## src/rtl/pc_unit.sv

```systemverilog
// Program counter with sequential advance, redirect, stall and an optional
// circular return-address stack (enabled by defining PC_RAS_EN).
module pc_unit #(
    parameter int               WIDTH     = 32,
    parameter int               INC       = 4,
    parameter logic [WIDTH-1:0] RESET_VEC = '0,
    parameter int               RAS_DEPTH = 4
) (
    input  logic             clk,
    input  logic             reset,
    input  logic             stall,
    input  logic             load,
    input  logic [WIDTH-1:0] in_data,
    input  logic             call,
    input  logic             ret,
    output logic [WIDTH-1:0] out_data,
    output logic [4:0]       ras_count,
    output logic             ras_ovf,
    output logic             ras_unf
);

    localparam logic [WIDTH-1:0] INC_V = WIDTH'(INC);

    logic [WIDTH-1:0] pc_seq;
    logic [WIDTH-1:0] pc_next;

    assign pc_seq = out_data + INC_V;

`ifdef PC_RAS_EN
    localparam int              PTR_W   = (RAS_DEPTH > 1) ? $clog2(RAS_DEPTH) : 1;
    localparam logic [PTR_W-1:0] PTR_MAX = PTR_W'(RAS_DEPTH - 1);
    localparam logic [4:0]      CNT_MAX = 5'(RAS_DEPTH);

    if (RAS_DEPTH < 2 || RAS_DEPTH > 16) begin : g_depth_check
        $error("pc_unit: RAS_DEPTH must be in 2..16");
    end

    logic [WIDTH-1:0] stack_mem [RAS_DEPTH];
    logic [PTR_W-1:0] top_ptr;
    logic [PTR_W-1:0] top_inc;
    logic [PTR_W-1:0] top_dec;
    logic [PTR_W-1:0] top_next;
    logic [4:0]       count_next;
    logic             empty;
    logic             full;
    logic             do_push;
    logic             do_pop;
    logic             do_swap;
    logic             do_unf;
    logic             do_ovf;

    // top_ptr always names the newest entry; a push onto a full stack lands
    // on the oldest slot, which is exactly the overwrite we want.
    always_comb begin
        top_inc    = (top_ptr == PTR_MAX) ? '0 : top_ptr + 1'b1;
        top_dec    = (top_ptr == '0) ? PTR_MAX : top_ptr - 1'b1;
        empty      = (ras_count == 5'd0);
        full       = (ras_count == CNT_MAX);
        do_unf     = !stall && ret && empty;
        do_swap    = !stall && ret && !empty && load && call;
        do_pop     = !stall && ret && !empty && !(load && call);
        do_push    = !stall && !ret && load && call;
        do_ovf     = do_push && full;
        top_next   = top_ptr;
        count_next = ras_count;
        if (do_push) begin
            top_next = top_inc;
            if (!full) count_next = ras_count + 5'd1;
        end else if (do_pop) begin
            top_next   = top_dec;
            count_next = ras_count - 5'd1;
        end
    end

    always_comb begin
        pc_next = out_data;
        if (stall)              pc_next = out_data;
        else if (ret && !empty) pc_next = stack_mem[top_ptr];
        else if (ret)           pc_next = pc_seq;
        else if (load)          pc_next = in_data;
        else                    pc_next = pc_seq;
    end

    // Entry storage carries no reset; entries are only read when ras_count > 0.
    always_ff @(posedge clk) begin
        if (do_push)      stack_mem[top_inc] <= pc_seq;
        else if (do_swap) stack_mem[top_ptr] <= pc_seq;
    end

    always_ff @(posedge clk or posedge reset) begin
        if (reset) begin
            top_ptr   <= '0;
            ras_count <= 5'd0;
            ras_ovf   <= 1'b0;
            ras_unf   <= 1'b0;
        end else begin
            top_ptr   <= top_next;
            ras_count <= count_next;
            ras_ovf   <= do_ovf;
            ras_unf   <= do_unf;
        end
    end
`else
    logic unused_ras;

    assign unused_ras = call | ret | (RAS_DEPTH == 0);
    assign ras_count  = 5'd0;
    assign ras_ovf    = 1'b0;
    assign ras_unf    = 1'b0;

    always_comb begin
        pc_next = out_data;
        if (stall)     pc_next = out_data;
        else if (load) pc_next = in_data;
        else           pc_next = pc_seq;
    end
`endif

    always_ff @(posedge clk or posedge reset) begin
        if (reset) out_data <= RESET_VEC;
        else       out_data <= pc_next;
    end

endmodule

```

## config.mk

```make
export PLATFORM = sky130hd
export DESIGN_NAME = pc_unit
export DESIGN_NICKNAME = d
export VERILOG_FILES = /design/src/rtl/pc_unit.sv
export SDC_FILE = /design/constraint.sdc
export NUM_CORES = 1
export LEC_CHECK = 0
export CORE_MARGIN = 3
export CORE_UTILIZATION = 49
export DETAILED_ROUTE_END_ITERATION = 12
export PLACE_DENSITY = 0.95
export SLEW_MARGIN = 15
export SYNTH_ARGS = -nofsm -noshare
export SYNTH_HDL_FRONTEND = slang
export SYNTH_SLANG_ARGS = --single-unit
```

## constraint.sdc

```tcl
create_clock -name clk -period 5 [get_ports clk]
set_input_delay 0.75 -clock clk [delete_from_list [all_inputs] [get_ports clk]]
set_output_delay 0.75 -clock clk [all_outputs]
set_load 0.01 [all_outputs]
```

# Word-level counts from Yosys, hierarchy flattened
# Cells that the tools add are included.
[classes]
n_addsub = 1
n_mul = 0
div = 0
magnitude_cmp = 0
n_eq_ne = 0
shift = 0
n_mux = 1
n_bitwise = 0
reduce_logical = 0
[ops]
columns = ["cell", "count"]
rows = [
  ["$add 32x3->32 const B", 1],
  ["$mux 32", 1],
]
[totals]
regBits = 32
latch_bits = 0
mem_bits_rw = 0
rom_bits = 0
input_bits = 38
output_inout_bits = 39
elab_cells = 3
mem_count = 0

# Logic depth before layout (Yosys ltp)
[depth]
word_depth = 2
mapped_depth = 7
mapped_depth_nobuf = 5

# Least setup slack after synthesis
# OpenSTA, ideal clock, no wires.
[synth_path]
path_type = "input to register"
from = "in stall"
to = "reg out_data[31]"
setup_ps = 69
t_arrival_ps = 1781
required_time_ps = 4931
path_slack_ps = 3150
cell_stages = 5
path_buffers = 1
cell_sequence = "or2_2 buf_1 nor2_1 or4b_1 nand3_1"
[synth_lines]
columns = ["element", "line", "source"]
rows = [
  ["from (decl)", "11", "input logic stall,"],
  ["to (signal assigned)", "121", "else out_data <= pc_next;"],
  ["to (decl)", "16", "output logic [WIDTH-1:0] out_data,"],
]

==> key figures <==
Global routing
  • Grt total ovfl: 0
  • First-pass GRT wire length: 10.4 mm
  • Largest net degree at the start of global routing: 40
  • Antenna violations before repair: 0
  • Total GRT Usage: 0.249
  • Number of global-route vias before repair: 2222

Setup path
  • Critical Path Sink Type: flip-flop
  • CP Launch Type: input pin
  • Worst Reg-to-Reg Cells: 5
  • Setup slack, reg-to-reg: 2.97 ns
  • Reg-to-reg endpoint: out_data[18]
  • Required @ worst endpoint: 5.19 ns
  • FF-to-FF Start: out_data[2]
  • Crit path arrival time: 3.03 ns
  • WS Path Type: in2reg
  • Crit path max fanout: 29

Power and ir drop
  • Peak VDD IR: 0.164 mV
  • Cell internal pwr: 548 uW
  • Sequential share of power: 0.440
  • Total design power: 821 uW
  • Leak: 0.00108 uW
  • Sw power: 273 uW
  • Sw Ratio: 0.333
  • Clock share of power: 0.257
  • Pwr dens: 283 mW/mm^2
  • Comb pwr share: 0.302

Clock tree
  • Clk buf depth: 2
  • Post-CTS Setup Repair Bufs: 0
  • Post-cts sizing count: 0
  • CTS Root Cell: clkbuf_8
  • Latest clock arrival within the worst-skew pair: 0.29 ns
  • CTS buffer count: 5
  • Clk slew on worst S/H paths: 0.06 ns
  • H-tree lvl count: 2
  • TritonCTS clock tree: built
  • Clock sinks: 32
  • Hold-fix buffers, CTS: 0

Final layout
  • Most common cell after layout, fill and taps aside: clkdlybuf4s50_1
  • Ant diodes: 0
  • Storage cell area: 801 sq um
  • Fill count: 337
  • Area grow syn2layout: 33.6%
  • Final #Nets: 356
  • Most frequent cells in the layout: 67 x clkdlybuf4s50_1, 32 x dfrtp_1, 20 x o21ai_0, 20 x nand2_1, 15 x nand3_1
  • Multi-input gate area: 0.00122 sq mm
  • Largest regs: out_data: 32 flops
  • Largest register FFs: 32
  • Biggest register: out_data
  • Layout cell share with drive strength beyond 1: 0.0597

Floorplan
  • Num ports: 77
  • Initial core utilization: 0.524
  • Die width: 72.6 microns
  • Die height: 72.6 microns
  • Core area: 0.00414 sq mm
  • Row cnt: 23
  • Die area: 0.00526 sq mm

Yosys
  • Most used DFF post-synth: dfrtp_1
  • #FFs+latches synth: 32
  • Cell variety after synth: 45
  • Sequential area share after synthesis: 0.369
  • Post-synthesis instance area: 0.00217 sq mm
  • Gate count of the mapped netlist: 260
  • Asr flop ratio synth: 1.00
  • Syn. warnings: 0
  • Post-synth EDFFs: 0
  • Mean Syn Cell Area: 8.35 sq um

STA
  • Tcrit/Tclk final: 0.567
  • Clk_skew: 0.00651 ns
  • Worst-margin pin slew: 0.942 ns
  • Relative slew slack: 0.370
  • Final Hold Vio Count: 0
  • Max Slew Vio Count: 0
  • Setup TNS: 0 ns
  • RSZ-0062 raised after global routing: no
  • # setup viols final: 0
  • Fmax: 0.353 GHz
  • Min cycle time layout: 2.83 ns

Route
  • DRC violations left: 0
  • DRT antenna net count: 0
  • WL per Instance: 17.7 microns
  • 1st-iter DRT viols: 271
  • DR vias: 2431
  • Routed vias/inst: 6.61
  • Pre-antenna DRT Iters: 5
  • Routed WL: 6.51 mm

Placed design
  • Placer Congestion: 0.961
  • I/O Buffers: 67
  • Final HPWL DP: 4.40 mm

Min path
  • Endpoint, Worst Hold: out_data[1]
  • Hold depth: 2
  • Hold WC Path Type: reg2reg
  • HP Start: out_data[1]

Flow run
  • Max-cap viol count: 0

Run status
  • Status: finished, final reports clean
-- critical path: stages --
cell             delay [ns]
clkdlybuf4s50_1        1.09
inv_1                  0.50
nand2_1                0.37
o22ai_1                0.11
a211oi_1               0.20
-- per-layer routing --
metal  global-route usage  part of all wire  vias up
met3               0.0582              0.11       13
met5                    0                 0        -
met2                0.397              0.48      177
li1                     -                 -     1111
met1                0.342              0.40     1130
met4               0.0594            0.0097        0
-- metrics by stage --
step	instances	cell area [sq um]	setup slack, ns	hold slack (ns)	util
6_report	368	2900	2.17	0.500	0.700
5_1_grt	368	2900	1.98	0.543	0.700
4_1_cts	368	2900	2.24	0.507	0.700
3_5_place_dp	360	2810	1.94	0.476	0.678
3_3_place_gp	360	2810	1.96	0.474	0.678
2_1_floorplan	266	2190	3.15	0.512	-
-- power by group through the flow --
stage	logic (uW)	clock network, uW	registers (uW)
2_1_floorplan	110	0	365
3_3_place_gp	240	0	360
3_5_place_dp	246	0	363
4_1_cts	248	211	359
5_1_grt	268	224	368
6_report	248	211	362
-- synth_stat cells (2+ instances only) --
cell       instances  area share
nor4_1             5       0.014
nand2_1           20       0.035
nand3_1           15       0.035
nand4_1           12       0.035
buf_1              3      0.0052
dfrtp_1           32        0.37
o211ai_1           5       0.017
a211oi_1           2      0.0069
o22a_1             3       0.012
buf_2              3      0.0069
nand4_2            2       0.012
o22ai_1            5       0.014
or3_1              3      0.0086
a311oi_1           7       0.028
o311ai_0           4       0.016
a31oi_1            2      0.0058
nor2_1            14       0.024
nand2_2            2      0.0058
or4_1              5       0.017
or2_2              2      0.0058
o21ai_0           20       0.046
a2bb2oi_1          2      0.0081
nor3_1            11       0.025
and2_1             4       0.012
and3_1             4       0.012
a22oi_1           12       0.042
inv_1              6       0.010
a21oi_1           13       0.030
and4_1             7       0.028
buf_4              9       0.031
nor2b_1            2      0.0058
clkbuf_1          11       0.019
-- area by class of cell --
class,count,share of cell area
clock buffer,8,0.0311
timing repair buffer,71,0.242
sequential,32,0.276
tap,50,0.0216
multi-input combinational,201,0.422
inverter,6,0.00777
-- worst max-delay path by stage --
stage	startpoint	slack (ns)	endpoint	depth (start not counted)
2_1_floorplan	stall	3.15	out_data[31]	5
3_5_place_dp	stall	1.94	out_data[26]	5
3_3_place_gp	stall	1.96	out_data[19]	5
5_1_grt	stall	1.98	out_data[19]	5
6_report	stall	2.17	out_data[26]	5
4_1_cts	stall	2.24	out_data[26]	5
-- kinds of logic (layout without fill, tap and decap cells) --
logic type	Yosys count	in the layout	share of synthesized area
mux	2	2	0.00980
buf+inv	33	85	0.0778
fa+ha+maj	1	1	0.00576
simple gates	113	113	0.297
compound gates	78	78	0.239
other cells	1	7	0.00173
flops	32	32	0.369
(Power assumes the default switching activity.)
